$ cat config.mk
export PLATFORM = sky130hd
export DESIGN_NAME = wb_sequencer
export DESIGN_NICKNAME = d
export VERILOG_FILES = /design/src/rtl/xm_wb_pkg.sv /design/src/rtl/wb_sequencer.sv
export SDC_FILE = /design/constraint.sdc
export NUM_CORES = 1
export LEC_CHECK = 0
export ABC_AREA = 1
export CAP_MARGIN = 20
export CORE_AREA = 4 4 52 54
export DETAILED_ROUTE_END_ITERATION = 10
export DIE_AREA = 0 0 56 58
export GPL_TIMING_DRIVEN = 0
export PLACE_DENSITY = 0.72
export RECOVER_POWER = 50
export SLEW_MARGIN = 20
export SYNTH_ARGS = -nofsm -noshare
export SYNTH_HDL_FRONTEND = slang
export SYNTH_SLANG_ARGS = --single-unit
export TNS_END_PERCENT = 50
$ cat constraint.sdc
create_clock -name clk -period 1.7 [get_ports clk]
set_input_delay 0.255 -clock clk [delete_from_list [all_inputs] [get_ports clk]]
set_output_delay 0.255 -clock clk [all_outputs]
set_load 0.005 [all_outputs]
$ cat src/rtl/xm_wb_pkg.sv
// Shared write-back types: source selector, sequencer states and the PC register index.
package xm_wb_pkg;

  typedef enum logic [1:0] {
    NONE = 2'b00,
    ALU  = 2'b01,
    MEM  = 2'b10,
    PC   = 2'b11
  } wb_src_t;

  typedef enum logic [1:0] {
    IDLE     = 2'b00,
    WAIT_MEM = 2'b01,
    WRITE    = 2'b10,
    FINISH   = 2'b11
  } wb_state_t;

  localparam int PC_REG = 7;

endpackage

$ cat src/rtl/wb_sequencer.sv
// Write-back sequencer: reg_we at start+1 (ALU/PC) or one cycle after mem_ready (MEM), done one cycle later.
// No backpressure; start is ignored while busy, and a MEM wait aborts with wb_error after MEM_TIMEOUT cycles.
module wb_sequencer
  import xm_wb_pkg::*;
#(
  parameter int REG_ADDR_W  = 3,
  parameter int MEM_TIMEOUT = 15
) (
  input  logic                  clk,
  input  logic                  rst,
  input  logic                  start,
  input  logic [1:0]            wb_src,
  input  logic [REG_ADDR_W-1:0] dst_reg,
  input  logic                  mem_ready,
  output logic                  mem_wr,
  output logic                  pc_wr,
  output logic                  reg_we,
  output logic [REG_ADDR_W-1:0] reg_addr,
  output logic                  pc_dst,
  output logic                  busy,
  output logic                  done,
  output logic                  wb_error
);

  localparam int CNT_W = $clog2(MEM_TIMEOUT + 1);
  localparam logic [CNT_W-1:0] CNT_LAST = CNT_W'(MEM_TIMEOUT - 1);
  localparam logic [CNT_W-1:0] CNT_ONE  = CNT_W'(1);
  localparam logic [REG_ADDR_W-1:0] PC_ADDR = REG_ADDR_W'(PC_REG);

  wb_state_t             state_q, state_d;
  wb_src_t               src_q, src_d;
  logic [REG_ADDR_W-1:0] dst_q, dst_d;
  logic [CNT_W-1:0]      cnt_q, cnt_d;

  logic                  mem_wr_q, mem_wr_d;
  logic                  pc_wr_q, pc_wr_d;
  logic                  reg_we_q, reg_we_d;
  logic [REG_ADDR_W-1:0] reg_addr_q, reg_addr_d;
  logic                  pc_dst_q, pc_dst_d;
  logic                  busy_q, busy_d;
  logic                  done_q, done_d;
  logic                  wb_error_q, wb_error_d;

  always_ff @(posedge clk or posedge rst) begin
    if (rst) begin
      state_q <= IDLE;
      src_q   <= NONE;
      dst_q   <= '0;
      cnt_q   <= '0;
    end else begin
      state_q <= state_d;
      src_q   <= src_d;
      dst_q   <= dst_d;
      cnt_q   <= cnt_d;
    end
  end

  always_comb begin
    state_d = state_q;
    src_d   = src_q;
    dst_d   = dst_q;
    cnt_d   = cnt_q;
    case (state_q)
      IDLE: begin
        if (start) begin
          src_d = wb_src_t'(wb_src);
          dst_d = dst_reg;
          cnt_d = '0;
          case (wb_src_t'(wb_src))
            NONE:    state_d = FINISH;
            MEM:     state_d = WAIT_MEM;
            default: state_d = WRITE;
          endcase
        end
      end
      WAIT_MEM: begin
        // mem_ready wins over a timeout landing in the same cycle
        if (mem_ready) begin
          state_d = WRITE;
        end else if (cnt_q == CNT_LAST) begin
          state_d = IDLE;
        end else begin
          cnt_d = cnt_q + CNT_ONE;
        end
      end
      WRITE:   state_d = FINISH;
      FINISH:  state_d = IDLE;
      default: state_d = IDLE;
    endcase
  end

  // Outputs are decoded from the next state so every port comes straight from a flop.
  always_comb begin
    mem_wr_d   = (src_d == MEM) && ((state_d == WAIT_MEM) || (state_d == WRITE));
    pc_wr_d    = (src_d == PC) && ((state_d == WAIT_MEM) || (state_d == WRITE));
    reg_we_d   = (state_d == WRITE);
    reg_addr_d = reg_we_d ? dst_d : '0;
    pc_dst_d   = reg_we_d && (dst_d == PC_ADDR);
    busy_d     = (state_d != IDLE);
    done_d     = (state_d == FINISH);
    wb_error_d = (state_q == WAIT_MEM) && !mem_ready && (cnt_q == CNT_LAST);
  end

  always_ff @(posedge clk or posedge rst) begin
    if (rst) begin
      mem_wr_q   <= 1'b0;
      pc_wr_q    <= 1'b0;
      reg_we_q   <= 1'b0;
      reg_addr_q <= '0;
      pc_dst_q   <= 1'b0;
      busy_q     <= 1'b0;
      done_q     <= 1'b0;
      wb_error_q <= 1'b0;
    end else begin
      mem_wr_q   <= mem_wr_d;
      pc_wr_q    <= pc_wr_d;
      reg_we_q   <= reg_we_d;
      reg_addr_q <= reg_addr_d;
      pc_dst_q   <= pc_dst_d;
      busy_q     <= busy_d;
      done_q     <= done_d;
      wb_error_q <= wb_error_d;
    end
  end

  assign mem_wr   = mem_wr_q;
  assign pc_wr    = pc_wr_q;
  assign reg_we   = reg_we_q;
  assign reg_addr = reg_addr_q;
  assign pc_dst   = pc_dst_q;
  assign busy     = busy_q;
  assign done     = done_q;
  assign wb_error = wb_error_q;

endmodule
==> results of run 1 <==
state kept, by name (all words and copies together), names as in the netlist:
register  cells
wb_error      1
done          1
reg_we        1
state_q       2
dst_q         3
pc_dst        1
reg_addr      3
src_q         2
cnt_q         4
pc_wr         1
mem_wr        1
busy          1
metrics by stage:
stage	area (um2)	hold slack (ps)	total power, mW	std cells	util
5_1_grt	1250	455	1.99	165	0.566
2_1_floorplan	988	232	1.28	114	-
4_1_cts	1240	420	1.84	164	0.562
3_5_place_dp	1200	497	1.57	160	0.544
3_3_place_gp	1200	480	1.54	160	0.544
6_report	1250	400	1.83	165	0.566
timing repair:
item / in CTS / in global routing
pin swaps: 0 / 1
endpoints found under the setup margin: 6 / 6
buffers inserted: 0 / 1
hold buffers: 0 / 0
resized for setup: 3 / 2
where the power goes:
part	leakage [nW]	internal, mW	total (mW)	switching [mW]
Clock	0.0150	0.0913	0.237	0.146
Combinational	0.383	0.366	0.825	0.459
Sequential	0.268	0.677	0.771	0.0945
routing by layer:
layer | track usage | vias up
met3 | 0.0245 | 4
met2 | 0.202 | 14
met4 | 0.0475 | 0
met1 | 0.130 | 344
met5 | 0 | -
li1 | - | 391
layout make-up:
cell class	instances	area, um2	area share
clock buffer	4	26.3	0.0210
inverter	19	71.3	0.0569
multi-input combinational	74	404	0.323
sequential	21	526	0.420
tap	28	35.0	0.0280
timing repair buffer	19	190	0.152
cells in the final DEF, fill, tap and decap left out, drive strengths merged:
cell           instances
nor2                  13
xor2                   1
o21ai                  3
clkbuf                 4
nand4                  1
nand3                  5
ha                     6
inv                   18
nor3                   1
nand2                 39
buf                    1
clkdlybuf4s50         16
nand3b                 1
dlygate4sd3            1
and2                   1
dfrtp                 21
a21oi                  3
dlymetal6s2s           1
clkinv                 1
worst paths after layout:
path | end | slack, ps | cells past startpoint
worst max-delay path | mem_wr | 100 | 8
worst min-delay path | reg_addr[0] | 400 | 5
worst max register to register | mem_wr | 100 | 8
worst min register to register | cnt_q[3] | 530 | 2
max in group asynchronous | src_q[0] | 680 | 2
min in group asynchronous | reg_addr[0] | 530 | 2
cells in the mapped netlist (all sizes together):
| cell type | count | area, um2 |
|---|---|---|
| inv | 19 | 71.3 |
| nor2 | 13 | 71.3 |
| nand2 | 39 | 151 |
| xor2 | 1 | 8.76 |
| o21ai | 3 | 15.0 |
| dfrtp | 21 | 526 |
| nor3 | 1 | 5.00 |
| a21oi | 3 | 15.0 |
| nand3 | 5 | 30.0 |
| nand3b | 1 | 7.51 |
| nand4 | 1 | 6.26 |
| ha | 6 | 75.1 |
| and2 | 1 | 6.26 |
critical path, cell delays in order (launching register included):
cell and delay [ps]:
dfrtp_1 450, ha_1 200, nand2_1 110, nor2_4 50, nor2_4 180, nor3_4 70, ha_1 290, nand3_1 100
nor2_1 50
cell families after synthesis:
family | Yosys count | synth area share
AND/OR/NAND/NOR | 61 | 0.281
AO/OA/AOI/OAI | 6 | 0.0304
flip-flops | 21 | 0.532
adder cells (fa/ha/maj) | 6 | 0.0759
buffers and inverters | 19 | 0.0722
XOR/XNOR | 1 | 0.00886
==> metrics.log, run 1 <==
[metrics] sum of met2 wire segment lengths after detailed routing: 876 um
[metrics] detailed placer's ending HPWL: 1320 um
[metrics] count of different cell masters after synthesis: 18
[metrics] WS Path Type: reg -> reg
[metrics] Clock Sink Count: 21
[metrics] number of buffers created by CTS: 3
[metrics] number of cells produced by synthesis: 114
[metrics] root buffer selected by CTS: clkbuf_4
[metrics] flip-flop and latch count after synthesis: 21
[metrics] worst-path fanout max: 6
[metrics] detailed-route DRC error count: 0
[metrics] clock latency on the worst-skew pair: 300 ps
[metrics] IO Port Bufs: 18
[metrics] post-synthesis to final-layout area growth: 26.7%
[metrics] worst min-delay path class: in -> reg
[metrics] first-pass iteration count of the detailed router: 4
[metrics] number of DRC violations after detailed-routing iteration 0: 13
[metrics] Total Negative Setup Slacks: 0 ps
[metrics] top-level port count: 19
[metrics] die extent in y: 58 um
[metrics] first-pass GRT wire length: 2990 um
[metrics] effective utilization at floorplan: 0.447
[metrics] share of layout cells above drive strength 1: 0.0949
[metrics] RSZ-0062 raised after global routing: no
[metrics] worst-case clock buffer depth: 2
[metrics] Final Hold Violating Endpoints: 0
[metrics] portion of the clock cycle consumed by the worst path in the final layout: 0.940
[metrics] number of nets in the layout: 153
[metrics] leakage power total: 0.665 nW
[metrics] via count of the first global-routing pass: 769
[metrics] total setup violations reported at the end of the flow: 0
[metrics] maximum number of pins on one net before global-route repair: 22
[metrics] initial antenna violation count: 0
[metrics] slew of the pin with the lowest slew margin: 780 ps
[metrics] average wire per cell in the routed design: 10.6 um
[metrics] Final Skew: 5.77 ps
[metrics] data required time of the critical path: 1890 ps
[metrics] via count: 753
[metrics] Post-Synthesis Cell Area: 988 um2
[metrics] worst slew margin relative to its limit: 0.479
[metrics] routed metal-1 wirelength: 788 um
[metrics] fin. max-slew vios: 0
[metrics] level count of the clock H-tree: 1
[metrics] sort of element at the start of the critical path: flop
[metrics] average instance area after synthesis: 8.67 um2
[metrics] max-cap viol count: 0
[metrics] time the final worst path needs with I/O delays and setup: 1600 ps
[metrics] fill cell instance count of the final layout: 209
[metrics] mean number of vias per cell: 4.56
[metrics] Final WS setup: 102 ps
[metrics] Critical Path AT: 1790 ps
[metrics] worst supply voltage drop on vdd: 0.679 mV
[metrics] clock transition at the registers of the reported paths: 120 ps
[metrics] count of inserted antenna diode cells: 0
[metrics] chip width: 56 um
[metrics] Core Region: 2210 um2
[metrics] Detailed Route WL: 1760 um
[metrics] CP startpoint: cnt_q[1]
[metrics] number of core rows: 17
[metrics] die area: 3250 um2
[metrics] Mapped Nets: 129
[metrics] uppermost layer routed: met4
[metrics] maximum clock frequency: 0.626 GHz
[metrics] result of the run: completed
[metrics] aggregate global-route resource usage: 0.113
[metrics] final RePlAce weighted congestion: 0.766
[metrics] overflow left after global routing: 0
[metrics] worst slack at placement: -309 ps
[metrics] total power per unit cell area: 1460 nW/um2
[metrics] metal3 WL: 67 um
[metrics] sequential cell area fraction in the yosys report: 0.532
[metrics] Critical Path Sink Type: flop
[metrics] hold path startpoint: start
[metrics] Final ANT Viol Nets: 0
[metrics] number of warnings issued by yosys: 0
[metrics] Reg2Reg Launch Point: cnt_q[1]
[metrics] CTS tree: built
Note: power is estimated with default switching activity, not from simulation.
==> run 2, diff against run 1 <==
--- a/config.mk
+++ b/config.mk
@@ -13,7 +13,7 @@
 export GPL_TIMING_DRIVEN = 0
 export PLACE_DENSITY = 0.72
 export RECOVER_POWER = 50
-export SLEW_MARGIN = 20
+export SLEW_MARGIN = 5
 export SYNTH_ARGS = -nofsm -noshare
 export SYNTH_HDL_FRONTEND = slang
 export SYNTH_SLANG_ARGS = --single-unit
==> results of run 2 <==
Same layout as run 1: the final DEF is identical, and so are final timing and power.
==> run 3, diff against run 2 <==
--- a/config.mk
+++ b/config.mk
@@ -6,6 +6,7 @@
 export NUM_CORES = 1
 export LEC_CHECK = 0
 export ABC_AREA = 1
+export ABC_CLOCK_PERIOD_IN_PS = 1700
 export CAP_MARGIN = 20
 export CORE_AREA = 4 4 52 54
 export DETAILED_ROUTE_END_ITERATION = 10
==> results of run 3 <==
Same layout as run 1: the final DEF is identical, and so are final timing and power.
